### src/rtl/debug_abstract_cmd_pkg.sv
// debug_abstract_cmd_pkg: abstract command field layout, cmdtype and cmderr codes
package debug_abstract_cmd_pkg;

  localparam logic [7:0] CMDTYPE_ACCESS_REG = 8'd0;
  localparam logic [7:0] CMDTYPE_QUICK      = 8'd1;
  localparam logic [7:0] CMDTYPE_ACCESS_MEM = 8'd2;

  localparam logic [2:0] ERR_NONE       = 3'd0;
  localparam logic [2:0] ERR_BUSY       = 3'd1;
  localparam logic [2:0] ERR_NOTSUP     = 3'd2;
  localparam logic [2:0] ERR_EXCEPTION  = 3'd3;
  localparam logic [2:0] ERR_HALTRESUME = 3'd4;

  typedef struct packed {
    logic [7:0]  cmdtype;
    logic        rsvd;
    logic [2:0]  size;
    logic        postincrement;
    logic        postexec;
    logic        transfer;
    logic        write;
    logic [15:0] regno;
  } ac_cmd_t;

endpackage

### src/rtl/debug_abstract_cmd.sv
// debug_abstract_cmd: validates DMI abstract commands and sequences transfer/postexec phases to the core
module debug_abstract_cmd
  import debug_abstract_cmd_pkg::*;
#(
  parameter int XLEN = 32
) (
  input  logic            clk,
  input  logic            rst_n,
  input  logic            command_we,
  input  logic [31:0]     command_wdata,
  input  logic            data0_we,
  input  logic            data1_we,
  input  logic [XLEN-1:0] data_wdata,
  input  logic [2:0]      cmderr_w1c,
  input  logic            hart_halted,
  input  logic            ac_done,
  input  logic            ac_exception,
  input  logic [XLEN-1:0] ac_rdata,
  output logic            abstract,
  output logic [31:0]     cmd,
  output logic [XLEN-1:0] data0,
  output logic [XLEN-1:0] data1,
  output logic            busy,
  output logic [2:0]      cmderr
);

  typedef enum logic [1:0] {IDLE, XFER, EXEC} state_e;

  state_e     state, state_d;
  ac_cmd_t    cmd_q, new_cmd, cmd_out;
  logic [2:0] val_err, err_new, err_kept;
  logic       idle, is_reg_n, is_quick_n, is_mem_n, is_reg, is_mem;
  logic       accept, reject, collide, xfer_ok, exec_ok, postinc;

  assign new_cmd    = ac_cmd_t'(command_wdata);
  assign is_reg_n   = new_cmd.cmdtype == CMDTYPE_ACCESS_REG;
  assign is_quick_n = new_cmd.cmdtype == CMDTYPE_QUICK;
  assign is_mem_n   = new_cmd.cmdtype == CMDTYPE_ACCESS_MEM;
  assign is_reg     = cmd_q.cmdtype == CMDTYPE_ACCESS_REG;
  assign is_mem     = cmd_q.cmdtype == CMDTYPE_ACCESS_MEM;
  assign idle       = state == IDLE;

  always_comb begin
    val_err = new_cmd.cmdtype > CMDTYPE_ACCESS_MEM                      ? ERR_NOTSUP
            : (is_reg_n && new_cmd.transfer && new_cmd.size != 3'd2)    ? ERR_NOTSUP
            : (is_mem_n && new_cmd.size > 3'd2)                         ? ERR_NOTSUP
            : ((is_reg_n || is_mem_n) && !hart_halted)                  ? ERR_HALTRESUME
            : (is_quick_n && hart_halted)                               ? ERR_HALTRESUME
            :                                                             ERR_NONE;
  end

  assign accept  = idle && command_we && cmderr == ERR_NONE && val_err == ERR_NONE;
  assign reject  = idle && command_we && cmderr == ERR_NONE && val_err != ERR_NONE;
  assign collide = !idle && (command_we || data0_we || data1_we);
  assign xfer_ok = state == XFER && ac_done && !ac_exception;
  assign exec_ok = state == EXEC && ac_done && !ac_exception;
  // register postincrement waits for postexec to finish; transfer=0 commands never increment
  assign postinc = cmd_q.postincrement &&
                   ((xfer_ok && !(is_reg && cmd_q.postexec)) || (exec_ok && is_reg && cmd_q.transfer));

  always_ff @(posedge clk or negedge rst_n)
    if (!rst_n) state <= IDLE;
    else        state <= state_d;

  always_comb begin
    state_d = state;
    case (state)
      IDLE: state_d = !accept ? IDLE
                    : (is_quick_n || (is_reg_n && !new_cmd.transfer)) ? EXEC : XFER;
      XFER: state_d = !ac_done ? XFER
                    : (!ac_exception && is_reg && cmd_q.postexec) ? EXEC : IDLE;
      EXEC: state_d = ac_done ? IDLE : EXEC;
      default: state_d = IDLE;
    endcase
  end

  always_comb begin
    cmd_out          = cmd_q;
    cmd_out.transfer = cmd_q.transfer && !(state == EXEC && is_reg);
    cmd              = cmd_out;
    abstract         = !idle;
    busy             = !idle;
  end

  // a new error beats a simultaneous clear, but never overwrites one that survives it
  assign err_new  = (!idle && ac_done && ac_exception) ? ERR_EXCEPTION
                  : reject                             ? val_err
                  : collide                            ? ERR_BUSY
                  :                                      ERR_NONE;
  assign err_kept = cmderr & ~cmderr_w1c;

  always_ff @(posedge clk or negedge rst_n)
    if (!rst_n) cmderr <= ERR_NONE;
    else        cmderr <= (err_new != ERR_NONE && err_kept == ERR_NONE) ? err_new : err_kept;

  always_ff @(posedge clk or negedge rst_n)
    if (!rst_n) begin
      cmd_q <= '0;
      data0 <= '0;
      data1 <= '0;
    end else begin
      if (accept) cmd_q <= new_cmd;
      else if (postinc && is_reg) cmd_q.regno <= cmd_q.regno + 16'd1;
      if (idle && data0_we) data0 <= data_wdata;
      else if (xfer_ok && !cmd_q.write) data0 <= ac_rdata;
      if (idle && data1_we) data1 <= data_wdata;
      else if (postinc && is_mem) data1 <= data1 + (XLEN'(1) << cmd_q.size);
    end

endmodule

### config.mk
export PLATFORM = sky130hd
export DESIGN_NAME = debug_abstract_cmd
export DESIGN_NICKNAME = d
export VERILOG_FILES = /design/src/rtl/debug_abstract_cmd_pkg.sv /design/src/rtl/debug_abstract_cmd.sv
export SDC_FILE = /design/constraint.sdc
export NUM_CORES = 1
export LEC_CHECK = 0
export BUFFER_PORTS_ARGS = -buffer_cell sky130_fd_sc_hd__buf_2
export CORE_UTILIZATION = 55
export DETAILED_ROUTE_END_ITERATION = 8
export PLACE_DENSITY = 0.95
export SLEW_MARGIN = 30
export SYNTH_ARGS = -nofsm -noshare
export SYNTH_HDL_FRONTEND = slang
export SYNTH_SLANG_ARGS = --single-unit
### constraint.sdc
create_clock -name clk -period 4.6 [get_ports clk]
set_input_delay 0.46 -clock clk [delete_from_list [all_inputs] [get_ports clk]]
set_output_delay 0.46 -clock clk [all_outputs]
set_load 0.005 [all_outputs]
==> summary.md, run 1 <==
| Metric | Value |
|---|---|
| Syn nets | `~800` |
| Number of synthesized register bits | `101` |
| Sequential element share of the synthesized area | `a little over two fifths` |
| Area delta synth->final | `17.6%` |
| Gr usage total | `roughly 30%` |
| Setup slack after layout | `between 1000 and 1500 ps` |
| Synth area leader | `dfrtp_1` |
| Worst Path Required | `4910 ps` |
| # IOs | `208` |
| DR iter-0 viols | `287` |
| Worst slew pin tran | `~840 ps` |
| Buf/Inv on CP | `1` |
| Die ar. | `about 11000 sq um` |
| Worst rel slew slack | `~44%` |
| Arr. time, crit path | `between 3000 and 4000 ps` |
| Crit-path max FO | `10` |
| Gpl congestion | `~0.85` |
| Die Y | `about 110 um` |
| Worst min path class | `in2async` |
| Vias | `~6000` |
| FFs w/ async S/R, synth | `between 90% and 100%` |
| # rows | `37` |
| Fill cell count | `880` |
| Vias in the first global route | `between 5000 and 6000` |
| CTS Sinks | `roughly 100` |
| Worst-case clock buffer depth | `2` |
| CP endpoint kind | `register` |
| Routed wire per std cell | `approximately 17 um` |
| Clk Tree Root Cell | `clkbuf_8` |
| First-pass GRT wire length | `approximately 27 mm` |
| Clk_skew | `between 15 and 20 ps` |
| ANT cells | `0` |
| Mapped Cells | `680` |
| Min Tclk post-route | `about 3200 ps` |
| Synthesized area | `6050 sq um` |
| Post-Route WL | `~17 mm` |
| CTS buffer count | `9` |
| Crit path cell chain | `nor3_1 > ha_1 > inv_1 > fa_1 > nand2b_1 > a211oi_1 > o21ai_1 > or4_1 > nand3_1` |
| Setup TNS Final | `0 ps` |
| YS warnings | `0` |
| Run status | `finished clean` |
| Period Utilization, post-route | `70.0%` |
| Cts hold-fix bufs | `0` |
| Final core utilization | `67.7%` |
| Via density per instance | `6.01` |
| Proportion of layout cells with a drive suffix above 1 | `between 20 and 30%` |
| Effective utilization at floorplan | `~58%` |
| Final slew viol count | `0` |
| Most used DFF post-synth | `dfrtp_1` |
| Fmax achieved | `0.310 GHz` |
| Synth top area share | `between 40% and 50%` |
| Synth cell count leaders | `dfrtp_1, nand2_1, nor2_1, a21oi_1` |
| Critical-path top delay cell | `a211oi_1` |
| Drt drc | `0` |
| Post-synth EDFFs | `0` |
| RSZ-0062 raised after global routing | `no` |
| Width of the die | `~110 um` |
| Pin count of the biggest net entering global routing | `between 60 and 70` |
| Clock Pin Slew Worst Setup and Hold Paths | `approximately 100 ps` |
| Syn avg cell area | `about 8.9 sq um` |
| Worst skew pair latency | `380 ps` |
| Setup WS pre-CTS | `1420 ps` |
| PortBufs | `207` |
| Setup CP Type | `reg2reg` |
| Most frequent cell after synthesis | `dfrtp_1` |
| Detail Route Antenna Nets | `0` |
| Max Cap Viol | `0` |
| Resized Gates After CTS | `0` |
| Leak | `3.43 nW` |
| Setup Fix Bufs, Post-CTS | `0` |
| Hold Violations, Final | `0` |
| Crit-path leading delay family | `simple AND/OR/NAND/NOR gates` |
| Pwr/cell area | `around 270 nW/um^2` |
| Core ar. | `approximately 11000 sq um` |
| H-tree level count | `3` |
| Post-DP HPWL | `12.2 mm` |
| Critical path launch point type | `register` |
| CTS tree | `yes` |
| DRT Pass-1 Iters | `5` |
| Distinct cell type count after synthesis | `61` |
| Initial antenna violation count | `0` |
| Final Net Count | `949` |
| CP peak stage delay | `~640 ps` |
| Synth area leaders | `dfrtp_1, mux2i_1, nand2_1` |
| Setup violators final | `0` |
| Peak supply drop | `about 0.00014 V` |
| Grt total ovfl | `0` |
==> layout make-up <==
| type | instances | area (sq um) | area share (%) |
|---|---|---|---|
| repair buffers | 213 | 1080 | 15.2 |
| clock inverters | 7 | 68.8 | 0.968 |
| inverters | 13 | 48.8 | 0.686 |
| well taps | 136 | 170 | 2.39 |
| multi-input cells | 494 | 3090 | 43.4 |
| flip-flops and latches | 101 | 2530 | 35.6 |
| clock buffers | 9 | 124 | 1.74 |
==> registers in the layout, indices dropped and copies added, names as in the netlist <==
register / count
cmd_q: 1
data1: 32
data0: 32
state: 2
cmd: 31
cmderr: 3
==> stage by stage <==
step                      power, mW  hold WS, ps  instance area (sq um)  std cells
after floorplan                1.23          164                   6050        680
after global placement         1.40          456                   6910        957
after detailed placement       1.41          453                   6920        957
after CTS                      1.96          184                   7110        973
after global routing           2.05          210                   7110        973
final                          1.95          151                   7110        973
==> per-layer routing <==
layer,vias up,share of wire [%],GRT usage [%]
met4,0,2.2,9.98
met2,279,50,51.0
met1,2781,40,36.6
met3,30,7.9,6.26
li1,2758,-,-
met5,-,0,0
==> logic make-up (layout without fill, tap and decap cells) <==
group	after synthesis	count (layout)	synth area share, %
compound gates	151	151	16.3
xor+xnor	12	12	1.74
fa+ha+maj	10	10	2.19
buf+inv	85	242	7.70
flops	101	101	41.8
mux	38	38	6.31
simple gates	283	283	23.9
==> layout by cell type, fill, tap and decap left out, drive strengths merged, types with 7 or more instances in the layout <==
cell type | synthesis | routed
a21oi | 51 | 51
nand2 | 74 | 74
clkbuf | 29 | 9
nand3 | 37 | 37
and3 | 13 | 13
o211ai | 15 | 15
buf | 43 | 213
nor4 | 9 | 9
nand2b | 10 | 10
xor2 | 7 | 7
inv | 13 | 16
nor3 | 12 | 12
o311ai | 7 | 7
a22oi | 9 | 9
or3 | 9 | 9
mux2i | 37 | 37
ha | 9 | 9
and2 | 11 | 11
nor2 | 60 | 60
dfrtp | 101 | 101
nand4 | 14 | 14
or4 | 11 | 11
o21ai | 25 | 25
==> report_power, final <==
group          total [mW]  switching (mW)  internal, mW
logic               0.357           0.190         0.167
clock network       0.559           0.347         0.212
registers            1.04          0.0769         0.959
total                1.95           0.614          1.34
==> worst reg2reg max path, cell delays in order, from the launching register on <==
cell	delay, ps
dfrtp_1	480
nor3_1	240
ha_1	210
inv_1	60
fa_1	390
nand2b_1	190
a211oi_1	640
o21ai_1	340
or4_1	540
nand3_1	80
==> final timing paths <==
kind	startpoint	to	slack, ps	depth (start not counted)
min in group clk	command_wdata[23]	cmd[23]$_DFFE_PN0N_	280	3
min reg2reg	cmd[23]$_DFFE_PN0N_	cmd[23]$_DFFE_PN0N_	480	2
max	cmd[21]$_DFFE_PN0N_	data1[16]$_DFFE_PN0P_	1380	9
min	rst_n	data0[5]$_DFFE_PN0P_	150	1
max in group asynchronous	rst_n	cmd[1]$_DFFE_PN0P_	3370	2
max reg2reg	cmd[21]$_DFFE_PN0N_	data1[16]$_DFFE_PN0P_	1380	9
(Power assumes the default switching activity.)
==> run 2: changes to the inputs <==
--- a/config.mk
+++ b/config.mk
@@ -6,9 +6,9 @@
 export NUM_CORES = 1
 export LEC_CHECK = 0
 export BUFFER_PORTS_ARGS = -buffer_cell sky130_fd_sc_hd__buf_2
-export CORE_UTILIZATION = 55
+export CORE_UTILIZATION = 51
 export DETAILED_ROUTE_END_ITERATION = 8
-export PLACE_DENSITY = 0.95
+export PLACE_DENSITY = 0.9
 export SLEW_MARGIN = 30
 export SYNTH_ARGS = -nofsm -noshare
 export SYNTH_HDL_FRONTEND = slang
==> constraint.sdc (replaced) <==
create_clock -name clk -period 3.2 [get_ports clk]
set_input_delay 0.32 -clock clk [delete_from_list [all_inputs] [get_ports clk]]
set_output_delay 0.32 -clock clk [all_outputs]
set_load 0.005 [all_outputs]
==> summary.md, run 2 (synthesis results as in run 1) <==
| Metric | Value |
|---|---|
| Run status | `finished clean` |
| # IOs | `208 (unchanged)` |
| Core ar. | `11500 sq um (+9.1%)` |
| Final core utilization | `63.4% (-4.2 points)` |
| Worst Path Required | `3440 ps (-1470 ps)` |
| Final instance area | `7270 sq um (+2.3%)` |
| Worst rel slew slack | `46.1% (+2.0 points)` |
| Fmax achieved | `0.354 GHz (+14%)` |
| Pwr/cell area | `424 nW/um^2 (+54%)` |
| Pin count of the biggest net entering global routing | `88 (+35%)` |
| Commonest non-fill, non-tap cell in the layout | `buf_2` |
| Grt total ovfl | `0 (unchanged)` |
| Routed wire per std cell | `17.0 um (-0.60%)` |
| Crit path cell chain | `nor3_1 > ha_1 > inv_1 > fa_1 > nand2b_1 > a211oi_1 > buf_4 > o21ai_1 > o311ai_0 > nand3_1` |
| Area delta synth->final | `20.3%` |
| Worst-case clock buffer depth | `2 (unchanged)` |
| Hold WS | `24.1 ps (-127 ps)` |
| Gr usage total | `27.4% (-2.1 points)` |
| Cts hold-fix bufs | `0 (unchanged)` |
| CP peak stage delay | `470 ps (-170 ps)` |
| Hold Violations, Final | `0 (unchanged)` |
| Crit-path max FO | `10 (unchanged)` |
| Vias in the first global route | `5534 (-0.45%)` |
| CTS buffer count | `9 (unchanged)` |
| First-pass GRT wire length | `27.1 mm (+1.3%)` |
| Clk_skew | `12.7 ps (-4.49 ps)` |
| Setup CP Type | `reg2reg` |
| Period Utilization, post-route | `88.3% (+18 points)` |
| Min Tclk post-route | `2830 ps (-395 ps)` |
| CTS tree | `yes` |
| Gpl congestion | `0.899 (+5.6%)` |
| ANT cells | `0 (unchanged)` |
| Commonest cells after routing, fill and taps aside | `buf_2, dfrtp_1, nand2_1, nor2_1, a21oi_1` |
| Max Cap Viol | `0 (unchanged)` |
| Proportion of layout cells with a drive suffix above 1 | `29.8% (+0.55 points)` |
| Placed cell area | `6980 sq um (+0.94%)` |
| Die Y | `111 um (+3.8%)` |
| Initial antenna violation count | `0 (unchanged)` |
| Post-DP HPWL | `12.4 mm (+1.9%)` |
| H-tree level count | `3 (unchanged)` |
| Via density per instance | `5.88 (-2.2%)` |
| Effective utilization at floorplan | `52.7% (-4.8 points)` |
| Arr. time, crit path | `3060 ps (-470 ps)` |
| Clock Pin Slew Worst Setup and Hold Paths | `80 ps (-20 ps)` |
| Final slew viol count | `0 (unchanged)` |
| CP endpoint kind | `register` |
| Peak supply drop | `0.000354 V (+150%)` |
| RSZ-0062 raised after global routing | `no` |
| Final Net Count | `957 (+0.84%)` |
| Setup violators final | `0 (unchanged)` |
| Finished Layout Cells | `988 (+1.5%)` |
| Leak | `3.51 nW (+2.2%)` |
| PortBufs | `207 (unchanged)` |
| Placed insts | `972 (+1.6%)` |
| Setup TNS Final | `0 ps (unchanged)` |
| Post-Route WL | `16.8 mm (+0.94%)` |
| Clk Tree Root Cell | `clkbuf_16` |
| Detail Route Antenna Nets | `0 (unchanged)` |
| CTS Sinks | `101 (unchanged)` |
| Drt drc | `0 (unchanged)` |
| Worst min path class | `in2async` |
| Resized Gates After CTS | `0 (unchanged)` |
| DR iter-0 viols | `314 (+9.4%)` |
| Die ar. | `12300 sq um (+7.7%)` |
| Vias | `5809 (-0.67%)` |
| Critical-path top delay cell | `dfrtp_1` |
| Setup Fix Bufs, Post-CTS | `0 (unchanged)` |
| Worst skew pair latency | `360 ps (-20 ps)` |
| Worst slew pin tran | `806 ps (-29.6 ps)` |
| Critical path launch point type | `register` |
| DRT Pass-1 Iters | `5 (unchanged)` |
| Width of the die | `111 um (+3.8%)` |
| # rows | `39 (+5.4%)` |
## run 2: cell count changes in the layout (fill, tap and decap cells not counted), sizes merged
cell      before  now
buf          213  221
clkinvlp       0    2
clkinv         4    2
## run 2: stage by stage
step | total power [mW] | setup WS [ps]
after CTS | 3.11 | 410
after global routing | 3.22 | 146
after global placement | 2.01 | 546
after detailed placement | 2.03 | 439
after floorplan | 1.77 | 390
final | 3.08 | 374
## run 2: critical path, delay by kind of cell, from the launching register on
kind | cells | cell delay (ps)
flip-flops | 1 | 470
adder cells (fa/ha/maj) | 2 | 590
AO/OA/AOI/OAI | 3 | 870
buffers and inverters | 2 | 240
AND/OR/NAND/NOR | 3 | 550
## run 2: area by class of cell
type	count	area (sq um)
Clock inverter	7	66.3
Clock buffer	9	225
Sequential cell	101	2530
Timing Repair Buffer	221	1150
Fill cell	960	4190
Inverter	13	48.8
Tap cell	143	179
Multi-Input combinational cell	494	3080
## run 2: where the power goes
group | internal, mW | leakage [nW] | switching (mW)
Clock | 0.544 | 0.136 | 0.528
Combinational | 0.245 | 2.13 | 0.276
Sequential | 1.38 | 1.24 | 0.110
## run 2: per-layer routing
layer,wire (um),global-route usage (%)
met5,0,0
met4,365,9.16
met3,1440,7.44
met2,8510,48.4
met1,6510,32.1
## run 2: worst paths after layout
check / cells after the start / slack, ps / to / start
hold reg to reg: 2 / 470 / cmd[23]$_DFFE_PN0N_ / cmd[23]$_DFFE_PN0N_
setup / recovery: 10 / 370 / data1[20]$_DFFE_PN0P_ / cmd[21]$_DFFE_PN0N_
setup reg to reg: 10 / 370 / data1[20]$_DFFE_PN0P_ / cmd[21]$_DFFE_PN0N_
hold / removal: 1 / 20 / data0[10]$_DFFE_PN0P_ / rst_n
min in group clk: 3 / 170 / cmd[19]$_DFFE_PN0N_ / command_wdata[19]
max in group asynchronous: 2 / 2490 / cmd[5]$_DFFE_PN0P_ / rst_n
==> run 3: changes to the inputs <==
--- a/config.mk
+++ b/config.mk
@@ -9,6 +9,7 @@
 export CORE_UTILIZATION = 51
 export DETAILED_ROUTE_END_ITERATION = 8
 export PLACE_DENSITY = 0.9
+export REMOVE_ABC_BUFFERS = 1
 export SLEW_MARGIN = 30
 export SYNTH_ARGS = -nofsm -noshare
 export SYNTH_HDL_FRONTEND = slang
==> summary.md, run 3 (synthesis results as in run 1) <==
| Metric | Value |
|---|---|
| Leak | `3.51 nW (about the same)` |
| Final instance area | `7270 sq um (-0.10%)` |
| Setup CP Type | `reg2reg` |
| Commonest non-fill, non-tap cell in the layout | `buf_2` |
| Pwr/cell area | `427 nW/um^2 (+0.89%)` |
| Worst skew pair latency | `340 ps (-20 ps)` |
| H-tree level count | `3 (unchanged)` |
| Resized Gates After CTS | `0 (unchanged)` |
| Area delta synth->final | `20.2%` |
| Commonest cells after routing, fill and taps aside | `buf_2, dfrtp_1, nand2_1, nor2_1, a21oi_1` |
| Gr usage total | `27.2% (-0.20 points)` |
| Clk_skew | `12.3 ps (-0.458 ps)` |
| Die Y | `111 um (unchanged)` |
| DRT Pass-1 Iters | `5 (unchanged)` |
| Final slew viol count | `0 (unchanged)` |
| ANT cells | `0 (unchanged)` |
| Critical path launch point type | `register` |
| Routed wire per std cell | `16.6 um (-2.2%)` |
| Gpl congestion | `0.902 (+0.36%)` |
| Worst min path class | `in2reg` |
| Clock Pin Slew Worst Setup and Hold Paths | `70 ps (about the same)` |
| Setup violators final | `0 (unchanged)` |
| Placed insts | `969 (-0.31%)` |
| Final core utilization | `63.4% (-0.065 points)` |
| Worst rel slew slack | `51.6% (+5.5 points)` |
| DR iter-0 viols | `357 (+14%)` |
| Peak supply drop | `0.000227 V (-36%)` |
| Worst R2R Start | `cmd[21]$_DFFE_PN0N_` |
| RSZ-0062 raised after global routing | `no` |
| # IOs | `208 (unchanged)` |
| Core ar. | `11500 sq um (unchanged)` |
| Placed cell area | `6960 sq um (-0.29%)` |
| Crit-path max FO | `10 (unchanged)` |
| Worst-case clock buffer depth | `2 (unchanged)` |
| Setup TNS Final | `0 ps (unchanged)` |
| PortBufs | `207 (unchanged)` |
| Hold Violations, Final | `0 (unchanged)` |
| Hold path depth | `3` |
| Detail Route Antenna Nets | `0 (unchanged)` |
| CTS tree | `yes` |
| Via density per instance | `5.90 (+0.39%)` |
| Pin count of the biggest net entering global routing | `65 (-26%)` |
| Worst slew pin tran | `725 ps (-81.2 ps)` |
| Area occupied by multi-input gates | `3070 sq um (-0.20%)` |
| Grt total ovfl | `0 (unchanged)` |
| First-pass GRT wire length | `27.2 mm (+0.25%)` |
| Post-DP HPWL | `12.2 mm (-2.0%)` |
| CTS buffer count | `9 (unchanged)` |
| CTS Sinks | `101 (unchanged)` |
| Effective utilization at floorplan | `52.7% (unchanged)` |
| Proportion of layout cells with a drive suffix above 1 | `29.3% (-0.49 points)` |
| Clk Tree Root Cell | `clkbuf_16` |
| Drt drc | `0 (unchanged)` |
| Worst Path Required | `3470 ps (+30 ps)` |
| Vias | `5814 (+0.086%)` |
| Max Cap Viol | `0 (unchanged)` |
| Min Tclk post-route | `2810 ps (-16.0 ps)` |
| Run status | `finished clean` |
| Setup WS pre-CTS | `421 ps (-18.7 ps)` |
| Setup slack after layout | `390 ps (+16.0 ps)` |
| Final Net Count | `955 (-0.21%)` |
| CP Launch Point | `cmd[21]$_DFFE_PN0N_` |
| Width of the die | `111 um (unchanged)` |
| CP endpoint kind | `register` |
| Fmax achieved | `0.356 GHz (+0.57%)` |
| Finished Layout Cells | `985 (-0.30%)` |
| Vias in the first global route | `5500 (-0.61%)` |
| Die ar. | `12300 sq um (unchanged)` |
| Fill cell count | `974 (+1.5%)` |
| # rows | `39 (unchanged)` |
| Period Utilization, post-route | `87.8% (-0.50 points)` |
| Hold_sp | `command_wdata[10]` |
| Setup Fix Bufs, Post-CTS | `0 (unchanged)` |
| Post-Route WL | `16.4 mm (-2.5%)` |
| Arr. time, crit path | `3080 ps (+20 ps)` |
| FF+latch area | `2530 sq um (unchanged)` |
| Initial antenna violation count | `0 (unchanged)` |
| R2r worst-path depth | `10 (unchanged)` |
## run 3: cell types whose count changed in the layout (fill, tap and decap cells not counted)
| cell | delta |
|---|---|
| o2111ai_1 | +1 |
| clkinv_2 | +1 |
| buf_6 | -1 |
| bufinv_16 | +1 |
| clkinvlp_4 | -1 |
| clkinv_8 | -1 |
| buf_4 | -3 |
| o2111ai_2 | -1 |
| dlygate4sd3_1 | +1 |
| buf_12 | +1 |
| clkinv_4 | -1 |
## run 3: layout make-up
| cell class | count | share of cell area (%) |
|---|---|---|
| inverters | 13 | 0.672 |
| repair buffers | 219 | 15.7 |
| multi-input cells | 494 | 42.3 |
| flip-flops and latches | 101 | 34.8 |
| clock inverters | 6 | 0.947 |
| well taps | 143 | 2.46 |
| clock buffers | 9 | 3.10 |
## run 3: worst max-delay path: stages (launching register included)
cell	delay, ps
dfrtp_1	470
nor3_1	240
ha_1	200
inv_1	60
fa_1	400
nand2b_1	190
a211oi_1	200
buf_4	180
o21ai_1	200
or4_1	520
nand3_1	90
## run 3: stage by stage
step / hold WS, ps / total power [mW]
2_1_floorplan: 24.4 / 1.74
3_3_place_gp: 362 / 2.01
3_5_place_dp: 359 / 2.03
4_1_cts: 173 / 3.13
5_1_grt: 177 / 3.25
6_report: 174 / 3.11
## run 3: path summary, 6_finish.rpt
path                       slack, ps                    end
max reg2reg                      390  data1[16]$_DFFE_PN0P_
min                              170    cmd[10]$_DFFE_PN0P_
min in group asynchronous        530  data0[23]$_DFFE_PN0P_
min reg2reg                      470    cmd[23]$_DFFE_PN0N_
max in group asynchronous       1940   data0[9]$_DFFE_PN0P_
max                              390  data1[16]$_DFFE_PN0P_
## run 3: routing by layer
metal / wire, um / vias up / share of wire, % / global-route usage (%)
li1: - / 2768 / - / -
met1: 6800 / 2719 / 41 / 34.6
met2: 8070 / 299 / 49 / 47.5
met3: 1190 / 28 / 7.3 / 4.21
met4: 335 / 0 / 2.0 / 8.44
met5: 0 / - / 0 / 0
## run 3: repair_timing
action	4_1_cts	5_1_grt
setup endpoints to repair	0	0
endpoints found under the hold margin	3	0
hold buffers	1	0
## run 3: power breakdown
| part | switching, mW | internal, mW |
|---|---|---|
| logic | 0.273 | 0.244 |
| registers | 0.109 | 1.38 |
| clock network | 0.490 | 0.610 |
